--- src/rtl/mem_access_hs_if.sv ---
// Data-memory port of the MEM stage: request/grant/response bus plus a
// debug view of the access FSM.
//
// Handshake: the master holds req high with addr/we/wdata/be stable until a
// cycle in which gnt is also high; that cycle transfers the request. A load
// is answered later by exactly one rvalid cycle carrying rdata (never in the
// grant cycle). rvalid with no load outstanding is ignored by the master.
interface mem_access_hs_if #(
  parameter int ADDR_W = 32
);
  logic              req;
  logic              we;
  logic [ADDR_W-1:0] addr;
  logic [31:0]       wdata;
  logic [3:0]        be;
  logic              gnt;
  logic              rvalid;
  logic [31:0]       rdata;
  // 1 while the master is waiting for load data (WAIT_RSP).
  logic              dbg_wait_rsp;

  modport master (
    output req, we, addr, wdata, be, dbg_wait_rsp,
    input  gnt, rvalid, rdata
  );

  modport slave (
    input  req, we, addr, wdata, be, dbg_wait_rsp,
    output gnt, rvalid, rdata
  );
endinterface

--- src/rtl/mem_access_hs.sv ---
// MEM pipeline stage with a variable-latency data-memory handshake.
// Decodes size/sign, flags illegal or misaligned accesses, stalls the
// pipeline while an access is in flight and aborts hung accesses.
module mem_access_hs #(
  parameter int ADDR_W   = 32,
  parameter int REG_AW   = 5,
  parameter int MAX_WAIT = 255
) (
  input  logic              clk,
  input  logic              rst_n,
  input  logic              valid_exe_mem,
  input  logic              mem_read_exe_mem,
  input  logic              mem_write_exe_mem,
  input  logic              mem_to_reg_exe_mem,
  input  logic              reg_write_exe_mem,
  input  logic [2:0]        funct3_exe_mem,
  input  logic [ADDR_W-1:0] alu_out_exe_mem,
  input  logic [31:0]       w_data_exe_mem,
  input  logic [REG_AW-1:0] write_reg_exe_mem,
  mem_access_hs_if.master   dmem,
  output logic              stall_mem,
  output logic [31:0]       r_data_mem_wb,
  output logic [ADDR_W-1:0] reg_out_mem_wb,
  output logic              mem_to_reg_mem_wb,
  output logic              reg_write_mem_wb,
  output logic [REG_AW-1:0] write_reg_mem_wb,
  output logic              valid_mem_wb,
  output logic              mem_fault_mem_wb
);

  // Counter only needs to reach MAX_WAIT-1; the abort fires on that cycle.
  localparam int CNT_W = (MAX_WAIT < 2) ? 1 : $clog2(MAX_WAIT);
  localparam logic [CNT_W-1:0] CNT_LAST = CNT_W'((MAX_WAIT == 0) ? 0 : MAX_WAIT - 1);

  typedef enum logic {
    IDLE     = 1'b0,
    WAIT_RSP = 1'b1
  } state_t;

  state_t           state_q, state_d;
  logic [CNT_W-1:0] cnt_q, cnt_d;
  logic [1:0]       lane_q;
  logic [2:0]       funct3_q;

  logic memop, is_load, is_store, f3_legal, misaligned, bad_access, legal_memop;
  logic waiting, timeout, complete, op_fault, load_done;
  logic [31:0] shifted, load_ext;

  // Decode the EX/MEM slot: kind of access and whether it may be issued.
  always_comb begin
    memop    = valid_exe_mem & (mem_read_exe_mem | mem_write_exe_mem);
    is_load  = mem_read_exe_mem;
    is_store = mem_write_exe_mem & ~mem_read_exe_mem;
    case (funct3_exe_mem)
      3'b000, 3'b001, 3'b010: f3_legal = 1'b1;
      3'b100, 3'b101:         f3_legal = is_load;
      default:                f3_legal = 1'b0;
    endcase
    misaligned  = ((funct3_exe_mem[1:0] == 2'b01) & alu_out_exe_mem[0]) |
                  ((funct3_exe_mem[1:0] == 2'b10) & (alu_out_exe_mem[1:0] != 2'b00));
    bad_access  = memop & (~f3_legal | misaligned);
    legal_memop = memop & ~bad_access;
  end

  // Progress, watchdog and completion of the current slot.
  always_comb begin
    waiting   = 1'b0;
    complete  = 1'b1;
    op_fault  = bad_access;
    load_done = 1'b0;
    timeout   = 1'b0;
    case (state_q)
      IDLE: begin
        waiting  = legal_memop & ~dmem.gnt;
        timeout  = (MAX_WAIT != 0) && waiting && (cnt_q == CNT_LAST);
        complete = ~legal_memop | (dmem.gnt & is_store) | timeout;
        op_fault = bad_access | timeout;
      end
      WAIT_RSP: begin
        waiting   = ~dmem.rvalid;
        timeout   = (MAX_WAIT != 0) && waiting && (cnt_q == CNT_LAST);
        complete  = dmem.rvalid | timeout;
        op_fault  = timeout;
        load_done = dmem.rvalid;
      end
      default: ;
    endcase
  end

  // FSM state register.
  always_ff @(posedge clk or negedge rst_n) begin
    if (!rst_n) state_q <= IDLE;
    else        state_q <= state_d;
  end

  // FSM next state: a granted load waits for its response or the watchdog.
  always_comb begin
    state_d = state_q;
    case (state_q)
      IDLE:     if (legal_memop & dmem.gnt & is_load) state_d = WAIT_RSP;
      WAIT_RSP: if (dmem.rvalid | timeout)            state_d = IDLE;
      default:  state_d = IDLE;
    endcase
  end

  // FSM outputs: request, lane steering and stall.
  always_comb begin
    dmem.req          = rst_n & (state_q == IDLE) & legal_memop;
    dmem.we           = is_store;
    dmem.addr         = {alu_out_exe_mem[ADDR_W-1:2], 2'b00};
    dmem.dbg_wait_rsp = (state_q == WAIT_RSP);
    case (funct3_exe_mem[1:0])
      2'b00: begin
        dmem.wdata = {4{w_data_exe_mem[7:0]}};
        dmem.be    = 4'b0001 << alu_out_exe_mem[1:0];
      end
      2'b01: begin
        dmem.wdata = {2{w_data_exe_mem[15:0]}};
        dmem.be    = 4'b0011 << {alu_out_exe_mem[1], 1'b0};
      end
      default: begin
        dmem.wdata = w_data_exe_mem;
        dmem.be    = 4'b1111;
      end
    endcase
    stall_mem = rst_n & ~complete;
  end

  // Wait counter: restarts on any state change, completion or idle cycle.
  always_comb begin
    if ((state_d != state_q) || complete || !waiting || (MAX_WAIT == 0)) cnt_d = '0;
    else                                                                  cnt_d = cnt_q + CNT_W'(1);
  end

  // Wait counter register and load-lane capture at the grant of a load.
  always_ff @(posedge clk or negedge rst_n) begin
    if (!rst_n) begin
      cnt_q    <= '0;
      lane_q   <= 2'b00;
      funct3_q <= 3'b000;
    end else begin
      cnt_q <= cnt_d;
      if ((state_q == IDLE) & legal_memop & dmem.gnt & is_load) begin
        lane_q   <= alu_out_exe_mem[1:0];
        funct3_q <= funct3_exe_mem;
      end
    end
  end

  // Load alignment and extension using the lane captured at grant time.
  always_comb begin
    shifted = dmem.rdata >> {lane_q, 3'b000};
    case (funct3_q)
      3'b000:  load_ext = {{24{shifted[7]}}, shifted[7:0]};
      3'b001:  load_ext = {{16{shifted[15]}}, shifted[15:0]};
      3'b100:  load_ext = {24'd0, shifted[7:0]};
      3'b101:  load_ext = {16'd0, shifted[15:0]};
      default: load_ext = dmem.rdata;
    endcase
  end

  // MEM/WB register: result on completion, bubble on stall cycles.
  always_ff @(posedge clk or negedge rst_n) begin
    if (!rst_n) begin
      r_data_mem_wb     <= '0;
      reg_out_mem_wb    <= '0;
      mem_to_reg_mem_wb <= 1'b0;
      reg_write_mem_wb  <= 1'b0;
      write_reg_mem_wb  <= '0;
      valid_mem_wb      <= 1'b0;
      mem_fault_mem_wb  <= 1'b0;
    end else if (complete) begin
      r_data_mem_wb     <= load_done ? load_ext : 32'd0;
      reg_out_mem_wb    <= alu_out_exe_mem;
      mem_to_reg_mem_wb <= mem_to_reg_exe_mem;
      reg_write_mem_wb  <= reg_write_exe_mem & valid_exe_mem & ~op_fault;
      write_reg_mem_wb  <= write_reg_exe_mem;
      valid_mem_wb      <= valid_exe_mem;
      mem_fault_mem_wb  <= op_fault;
    end else begin
      valid_mem_wb      <= 1'b0;
      reg_write_mem_wb  <= 1'b0;
      mem_fault_mem_wb  <= 1'b0;
    end
  end

endmodule
--- src/flat_wrapper.sv ---
// flat-port wrapper written by rule: the top's interface ports become plain ports
module mem_access_hs_flat 
#(
  parameter int ADDR_W   = 32,
  parameter int REG_AW   = 5,
  parameter int MAX_WAIT = 255
)
  (clk, rst_n, valid_exe_mem, mem_read_exe_mem, mem_write_exe_mem, mem_to_reg_exe_mem, reg_write_exe_mem, funct3_exe_mem, alu_out_exe_mem, w_data_exe_mem, write_reg_exe_mem, stall_mem, r_data_mem_wb, reg_out_mem_wb, mem_to_reg_mem_wb, reg_write_mem_wb, write_reg_mem_wb, valid_mem_wb, mem_fault_mem_wb, dmem_req, dmem_we, dmem_addr, dmem_wdata, dmem_be, dmem_dbg_wait_rsp, dmem_gnt, dmem_rvalid, dmem_rdata);
  mem_access_hs_if #(.ADDR_W(ADDR_W)) dmem_i ();
  input  logic clk;
  input  logic rst_n;
  input  logic valid_exe_mem;
  input  logic mem_read_exe_mem;
  input  logic mem_write_exe_mem;
  input  logic mem_to_reg_exe_mem;
  input  logic reg_write_exe_mem;
  input  logic [2:0] funct3_exe_mem;
  input  logic [ADDR_W-1:0] alu_out_exe_mem;
  input  logic [31:0] w_data_exe_mem;
  input  logic [REG_AW-1:0] write_reg_exe_mem;
  output logic stall_mem;
  output logic [31:0] r_data_mem_wb;
  output logic [ADDR_W-1:0] reg_out_mem_wb;
  output logic mem_to_reg_mem_wb;
  output logic reg_write_mem_wb;
  output logic [REG_AW-1:0] write_reg_mem_wb;
  output logic valid_mem_wb;
  output logic mem_fault_mem_wb;
  output wire logic [$bits(dmem_i.req)-1:0] dmem_req;
  output wire logic [$bits(dmem_i.we)-1:0] dmem_we;
  output wire logic [$bits(dmem_i.addr)-1:0] dmem_addr;
  output wire logic [$bits(dmem_i.wdata)-1:0] dmem_wdata;
  output wire logic [$bits(dmem_i.be)-1:0] dmem_be;
  output wire logic [$bits(dmem_i.dbg_wait_rsp)-1:0] dmem_dbg_wait_rsp;
  input wire logic [$bits(dmem_i.gnt)-1:0] dmem_gnt;
  input wire logic [$bits(dmem_i.rvalid)-1:0] dmem_rvalid;
  input wire logic [$bits(dmem_i.rdata)-1:0] dmem_rdata;
  assign dmem_req = dmem_i.req;
  assign dmem_we = dmem_i.we;
  assign dmem_addr = dmem_i.addr;
  assign dmem_wdata = dmem_i.wdata;
  assign dmem_be = dmem_i.be;
  assign dmem_dbg_wait_rsp = dmem_i.dbg_wait_rsp;
  assign dmem_i.gnt = dmem_gnt;
  assign dmem_i.rvalid = dmem_rvalid;
  assign dmem_i.rdata = dmem_rdata;
  mem_access_hs #(.ADDR_W(ADDR_W), .REG_AW(REG_AW), .MAX_WAIT(MAX_WAIT)) u_core (.clk(clk), .rst_n(rst_n), .valid_exe_mem(valid_exe_mem), .mem_read_exe_mem(mem_read_exe_mem), .mem_write_exe_mem(mem_write_exe_mem), .mem_to_reg_exe_mem(mem_to_reg_exe_mem), .reg_write_exe_mem(reg_write_exe_mem), .funct3_exe_mem(funct3_exe_mem), .alu_out_exe_mem(alu_out_exe_mem), .w_data_exe_mem(w_data_exe_mem), .write_reg_exe_mem(write_reg_exe_mem), .dmem(dmem_i), .stall_mem(stall_mem), .r_data_mem_wb(r_data_mem_wb), .reg_out_mem_wb(reg_out_mem_wb), .mem_to_reg_mem_wb(mem_to_reg_mem_wb), .reg_write_mem_wb(reg_write_mem_wb), .write_reg_mem_wb(write_reg_mem_wb), .valid_mem_wb(valid_mem_wb), .mem_fault_mem_wb(mem_fault_mem_wb));
endmodule
--- config.mk ---
export PLATFORM = sky130hd
export DESIGN_NAME = mem_access_hs_flat
export DESIGN_NICKNAME = d
export VERILOG_FILES = /design/src/rtl/mem_access_hs_if.sv /design/src/rtl/mem_access_hs.sv /design/src/flat_wrapper.sv
export SDC_FILE = /design/constraint.sdc
export NUM_CORES = 1
export LEC_CHECK = 0
export BUFFER_PORTS_ARGS = -buffer_cell sky130_fd_sc_hd__buf_4
export CORE_UTILIZATION = 45
export CTS_CLUSTER_DIAMETER = 60
export DETAILED_ROUTE_END_ITERATION = 16
export HOLD_SLACK_MARGIN = 0.03
export MAX_ROUTING_LAYER = met4
export PLACE_DENSITY_LB_ADDON = 0.3
export SETUP_SLACK_MARGIN = 0.05
export SYNTH_ARGS = -nofsm -noshare
export SYNTH_HDL_FRONTEND = slang
export SYNTH_SLANG_ARGS = --single-unit
--- constraint.sdc ---
create_clock -name clk -period 2.46 [get_ports clk]
set_clock_uncertainty 0.1 [all_clocks]
set_input_delay 0.246 -clock clk [delete_from_list [all_inputs] [get_ports clk]]
set_output_delay 0.246 -clock clk [all_outputs]
set_load 0.01 [all_outputs]
==> impl_metrics.json, run 1 <==
{
  "outcome": "completed",
  "hold_class": "in -> reg",
  "drt_iter0_markers": 127,
  "seq_area_frac_synth_pct": 47.37,
  "finalPower_w": 0.003840,
  "leakagePower_nw": 3.483,
  "synth_area_per_cell_sq_um": 11.29,
  "yosysTopAreaCellShare_pct": 47.37,
  "irDropWorstVdd_mv": 0.2904,
  "critical_path_class": "reg -> out",
  "max-slew-margin-rel_pct": 46.14,
  "synthFlopType": "dfrtp_1",
  "pin_count": 258,
  "synth_warnings": 0,
  "cpMostUsedCell": "and4_4",
  "vias": 4164,
  "fmax_mhz": 412.0,
  "p_int_w": 0.002705,
  "worstPathArrival_ns": 2.08,
  "place_ws_ns": 0.05321,
  "htree_levels": 3,
  "crit_chain": "and4_4 -> and4_4 -> or4b_4 -> o21a_4 -> and2_4 -> buf_6",
  "regArea_sq_mm": 0.002177,
  "crit_required_ns": 2.11,
  "syn-cell-area_sq_mm": 0.004596,
  "start_kind": "flop",
  "fill_cells": 739,
  "num-nets-final": 777,
  "drive_gt1_share_pct": 55.64,
  "synth_area_leaders": "dfrtp_1 47%, mux2_2 15%, buf_4 7.0%, mux2i_1 3.7%, a221o_1 3.5%",
  "critPathMaxStageDelay_ns": 0.48,
  "cap_viol_max_count": 0,
  "sw_frac_of_total_pct": 29.57,
  "p_seq_share_pct": 41.7,
  "post-dp-hpwl_um": 9747,
  "synthCells": 407,
  "finalHoldWorstSlack_ns": 0.04515,
  "worstMarginPinSlew_ns": 0.8017,
  "slew_violations": 0,
  "viasPerCell": 5.218,
  "power_frac_comb_pct": 31.2,
  "start_util_pct": 46.80,
  "dr.pass1.iters": 4,
  "grt_max_degree": 50,
  "antenna_found_initial": 0,
  "async_flop_share_pct": 100.0,
  "core-area_sq_mm": 0.009819,
  "finalNonFillerCells": 798,
  "ff2ff_setup_slack_ns": 0.07,
  "critPathMaxFanout": 4,
  "syn2layout_area_growth_pct": 52.90,
  "placed_cells": 748,
  "synth_cell_types": 46,
  "synth_edf_count": 0,
  "postRouteWirelength_um": 13610,
  "gp_congestion": 0.8678,
  "final-setup-viol-count": 0,
  "clockRootBuffer": "clkbuf_8",
  "min_period_ns": 2.427,
  "slowest_stage": "or4b_4",
  "grt_pass1_wl_um": 19850,
  "power_density_mw_per_mm2": 546.5,
  "final_cell_mix": "278 x buf_4, 87 x dfrtp_1, 55 x mux2_2, 31 x nor2_1, 20 x dlygate4sd3_1",
  "worstSetupEndpointType": "output pin",
  "drcViolationCount": 0,
  "die_x_um": 103.1,
  "antennaDiodeCount": 0,
  "multi_input_area_sq_mm": 0.002003,
  "worst_slack_ns": 0.03278,
  "power_frac_clock_pct": 27.1,
  "die_h_um": 103.1,
  "layout_commonest_cell": "buf_4",
  "grt_usage_pct": 25.31,
  "io_buffers": 255,
  "setup_tns_ns": 0,
  "clk_path_buf_depth": 2,
  "die_area_sq_mm": 0.01062,
  "synth_top_area_cell": "dfrtp_1",
  "clk_pin_slew_ns": 0.09,
  "ant_nets": 0,
  "num_rows": 36,
  "cts_buffers": 9,
  "cts_sinks": 87,
  "rsz0062_at_grt": "yes",
  "cts_tree": "yes",
  "synth-seq-cells": 87,
  "grt_pass1_vias": 4051,
  "clock_latency_ns": 0.34,
  "finalCritPeriodShare_pct": 98.67,
  "wl_per_cell_um": 17.05,
  "power.switching_w": 0.001136,
  "overflow": 0,
  "hold_viol": 0
}
stage by stage:
stage	cell area (sq um)	utilization [%]
floorplan	4599	-
global placement	6405	65.23
detailed placement	6405	65.23
CTS	6873	69.99
global route	7027	71.56
finish	7027	71.56
worst paths after layout:
kind / start / depth (start not counted) / endpoint
max: u_core.cnt_q[5]$_DFF_PN0_ / 6 / stall_mem
min: alu_out_exe_mem[13] / 2 / u_core.reg_out_mem_wb[13]$_DFFE_PN0P_
max reg2reg: u_core.cnt_q[5]$_DFF_PN0_ / 7 / u_core.reg_out_mem_wb[11]$_DFFE_PN0P_
min reg2reg: u_core.r_data_mem_wb[12]$_DFFE_PN0P_ / 1 / u_core.r_data_mem_wb[12]$_DFFE_PN0P_
max in group asynchronous: rst_n / 3 / u_core.r_data_mem_wb[11]$_DFFE_PN0P_
min in group asynchronous: rst_n / 2 / u_core.reg_out_mem_wb[16]$_DFFE_PN0P_
sequential cells by signal, indices dropped and copies added, names as in the netlist:
signal,cells
u_core.r_data_mem_wb,32
u_core.cnt_q,8
u_core.valid_mem_wb,1
u_core.write_reg_mem_wb,5
u_core.mem_to_reg_mem_wb,1
u_core.dmem.dbg_wait_rsp,1
u_core.reg_out_mem_wb,32
u_core.funct3_q,3
u_core.mem_fault_mem_wb,1
u_core.lane_q,2
u_core.reg_write_mem_wb,1
layer usage:
metal  wire length (um)  vias to the layer above  track usage, %
met5                  0                        -               -
met4                270                        0           8.126
met3                858                       25           4.068
met2               7069                      180           43.85
met1               5408                     2020           30.10
li1                   -                     1939               -
cell type report:
class | count | area share, %
inverter | 11 | 0.5876
multi-input combinational | 247 | 28.51
tap | 133 | 2.368
sequential | 87 | 30.98
clock inverter | 5 | 1.068
timing repair buffer | 306 | 34.72
clock buffer | 9 | 1.763
synthesized netlist by cell type, types with 2 or more instances:
library cell,instances
o21ai_0,18
a221o_1,16
o221ai_1,8
o2bb2ai_1,7
ha_1,2
a2111oi_2,2
clkbuf_1,10
a21oi_1,11
and2_1,4
mux2i_1,17
o21bai_1,4
and3_1,2
buf_1,5
buf_2,3
xor2_1,5
inv_1,11
buf_4,43
nor2_1,31
a2bb2oi_1,7
nand2_1,13
nand3_1,3
dfrtp_1,87
nor3_1,3
nor2b_1,4
mux2_2,61
a211oi_1,7
nand2b_1,4
worst max-delay path, delay by kind of cell (launching register included):
family,cells,cell delay [ns]
AND/OR/NAND/NOR,4,1.11
buffers and inverters,1,0.11
AO/OA/AOI/OAI,1,0.15
flip-flops,1,0.37
cell families after synthesis:
group / after synthesis / share of synthesized area [%]
AO/OA/AOI/OAI: 87 / 14.54
flip-flops: 87 / 47.37
multiplexers: 78 / 18.65
buffers and inverters: 74 / 10.05
AND/OR/NAND/NOR: 72 / 7.623
XOR/XNOR: 6 / 1.143
adder cells (fa/ha/maj): 2 / 0.5444
other: 1 / 0.08160
power groups by stage:
stage	Clock, W	Combinational, W	Sequential, W
after floorplan	0	0.000595	0.00164
after global placement	0	0.00110	0.00162
after detailed placement	0	0.00112	0.00163
after CTS	0.00106	0.00116	0.00160
after global routing	0.00112	0.00128	0.00161
final	0.00104	0.00120	0.00160
what timing repair did:
action / 4_1_cts / 5_1_grt
gates resized for setup: 5 / 8
gates cloned: 0 / 4
endpoints found under the setup margin: 5 / 53
hold buffers: 20 / 0
pin swaps: 2 / 3
setup buffers: 7 / 5
hold endpoints to repair: 57 / 0
Power figures use the tool's default switching activity.
==> inputs of run 2 (changes only) <==
--- a/config.mk
+++ b/config.mk
@@ -8,3 +8,4 @@
 export BUFFER_PORTS_ARGS = -buffer_cell sky130_fd_sc_hd__buf_4
-export CORE_UTILIZATION = 45
+export CORE_UTILIZATION = 35
+export CTS_BUF_LIST = sky130_fd_sc_hd__clkbuf_8
 export CTS_CLUSTER_DIAMETER = 60
==> constraint.sdc (replaced) <==
create_clock -name clk -period 2.46 [get_ports clk]
set_clock_uncertainty 0.1 [all_clocks]
set_input_delay 0.492 -clock clk [delete_from_list [all_inputs] [get_ports clk]]
set_output_delay 0.492 -clock clk [all_outputs]
set_load 0.01 [all_outputs]
==> run 2 against run 1 <==
Compared with the run above: the flow now finishes with violations (setup timing); clock power hardly changed; flip-flop and latch count stayed put; die area increased by 28%; largest cell class is now sequential cells.
==> impl_metrics.json, run 2 (synthesized netlist as in run 1, its figures left out) <==
{
  "fill_cells": 1143,
  "die_x_um": 116.6,
  "grt_usage_pct": 19.14,
  "irDropWorstVdd_mv": 0.2981,
  "post-dp-hpwl_um": 10440,
  "clock_latency_ns": 0.36,
  "drive_gt1_share_pct": 57.96,
  "overflow": 0,
  "drcViolationCount": 0,
  "dr.pass1.iters": 4,
  "cts_buffers": 9,
  "antenna_found_initial": 0,
  "io_buffers": 255,
  "hold_buffers": 0,
  "final_cell_mix": "283 x buf_4, 87 x dfrtp_1, 61 x mux2_2, 30 x nor2_1, 18 x o21ai_0",
  "hold_class": "in -> async",
  "wl_per_cell_um": 15.82,
  "power_frac_comb_pct": 30.3,
  "worstSetupEndpointType": "output pin",
  "rsz0062_at_grt": "yes",
  "core-area_sq_mm": 0.01272,
  "worst_slack_ns": -0.1581,
  "p_int_w": 0.002613,
  "critical_path_class": "reg -> out",
  "cap_viol_max_count": 0,
  "grt_pass1_wl_um": 19180,
  "die_h_um": 116.6,
  "cts_sinks": 87,
  "ant_nets": 0,
  "num-nets-final": 757,
  "clockRootBuffer": "clkbuf_8",
  "max-slew-margin-rel_pct": 28.53,
  "power.switching_w": 0.001140,
  "start_util_pct": 36.12,
  "power_density_mw_per_mm2": 550.8,
  "pin_count": 258,
  "antennaDiodeCount": 0,
  "critPathMaxFanout": 3,
  "num_rows": 41,
  "setup_tns_ns": -0.1581,
  "die_area_sq_mm": 0.01359,
  "worstMarginPinSlew_ns": 1.068,
  "final_core_util_pct": 53.56,
  "viasPerCell": 4.955,
  "outcome": "finished, violations left",
  "worstPathArrival_ns": 2.03,
  "leakagePower_nw": 3.340,
  "grt_pass1_vias": 3893,
  "start_kind": "flop",
  "slew_violations": 0,
  "hold_viol": 0,
  "crit_required_ns": 1.87,
  "htree_levels": 3,
  "grt_max_degree": 61,
  "clk_pin_slew_ns": 0.09,
  "vias": 4058,
  "syn2layout_area_growth_pct": 48.27,
  "finalHoldWorstSlack_ns": 0.09817,
  "finalCritPeriodShare_pct": 106.4,
  "p_seq_share_pct": 42.8,
  "postRouteWirelength_um": 12950,
  "final-setup-viol-count": 1,
  "clk_path_buf_depth": 2,
  "cts_tree": "yes",
  "place_ws_ns": -0.1386,
  "min_period_ns": 2.618,
  "largest_registers": "u_core.r_data_mem_wb (32), u_core.reg_out_mem_wb (32), u_core.cnt_q (8)",
  "layout_commonest_cell": "buf_4",
  "power_frac_clock_pct": 27.0,
  "drt_iter0_markers": 206,
  "violations": "setup timing",
  "fmax_mhz": 382.0,
  "sw_frac_of_total_pct": 30.39,
  "gp_congestion": 0.8334
}
run 2: area by class of cell:
cell class | count | area [sq um] | share of cell area (%)
Sequential cell | 87 | 2177 | 31.95
Clock inverter | 6 | 68.82 | 1.010
Timing Repair Buffer | 286 | 2176 | 31.93
Clock buffer | 10 | 137.6 | 2.020
Tap cell | 172 | 215.2 | 3.158
Inverter | 11 | 41.29 | 0.6059
Multi-Input combinational cell | 247 | 1998 | 29.32
run 2: metal layers:
layer / vias to the layer above / GRT usage [%] / wire length (um)
li1: 1903 / - / -
met4: 0 / 5.316 / 115
met2: 197 / 33.69 / 6652
met3: 9 / 3.425 / 948
met1: 1949 / 22.35 / 5237
met5: - / - / 0
run 2: path summary, 6_finish.rpt:
kind	startpoint	endpoint	slack, ns	depth (start not counted)
min	rst_n	u_core.r_data_mem_wb[19]$_DFFE_PN0P_	0.1	2
min in group clk	write_reg_exe_mem[4]	u_core.write_reg_mem_wb[4]$_DFFE_PN0P_	0.26	2
max in group asynchronous	rst_n	u_core.cnt_q[4]$_DFF_PN0_	1.51	2
max reg2reg	u_core.cnt_q[2]$_DFF_PN0_	u_core.reg_out_mem_wb[29]$_DFFE_PN0P_	0.14	7
max	u_core.cnt_q[2]$_DFF_PN0_	stall_mem	-0.16	6
min reg2reg	u_core.r_data_mem_wb[13]$_DFFE_PN0P_	u_core.r_data_mem_wb[13]$_DFFE_PN0P_	0.40	1
run 2: power by group through the flow:
stage	Sequential [W]	Combinational, W	Clock [W]
final	0.00161	0.00114	0.00101
after global routing	0.00162	0.00123	0.00110
after CTS	0.00161	0.00114	0.00105
after detailed placement	0.00164	0.00113	0
after global placement	0.00163	0.00112	0
after floorplan	0.00164	0.000601	0
run 2: what timing repair did:
action                     4_1_cts  5_1_grt
pin swaps                        2        0
resized for setup                2        1
setup buffers                    4        1
setup endpoints to repair        1        1
run 2: worst max-delay path: stages, from the launching register on:
cell,delay [ns]
dfrtp_1,0.37
and4_4,0.22
and4_4,0.23
or4b_4,0.46
o21a_1,0.13
and2_4,0.14
buf_6,0.11
run 2: metrics by stage:
stage | std cells | instance area [sq um] | power [W]
after floorplan | 408 | 4641 | 0.002245
after global placement | 798 | 6561 | 0.002744
after detailed placement | 798 | 6561 | 0.002770
after CTS | 818 | 6804 | 0.003791
after global routing | 819 | 6814 | 0.003956
final | 819 | 6814 | 0.003753
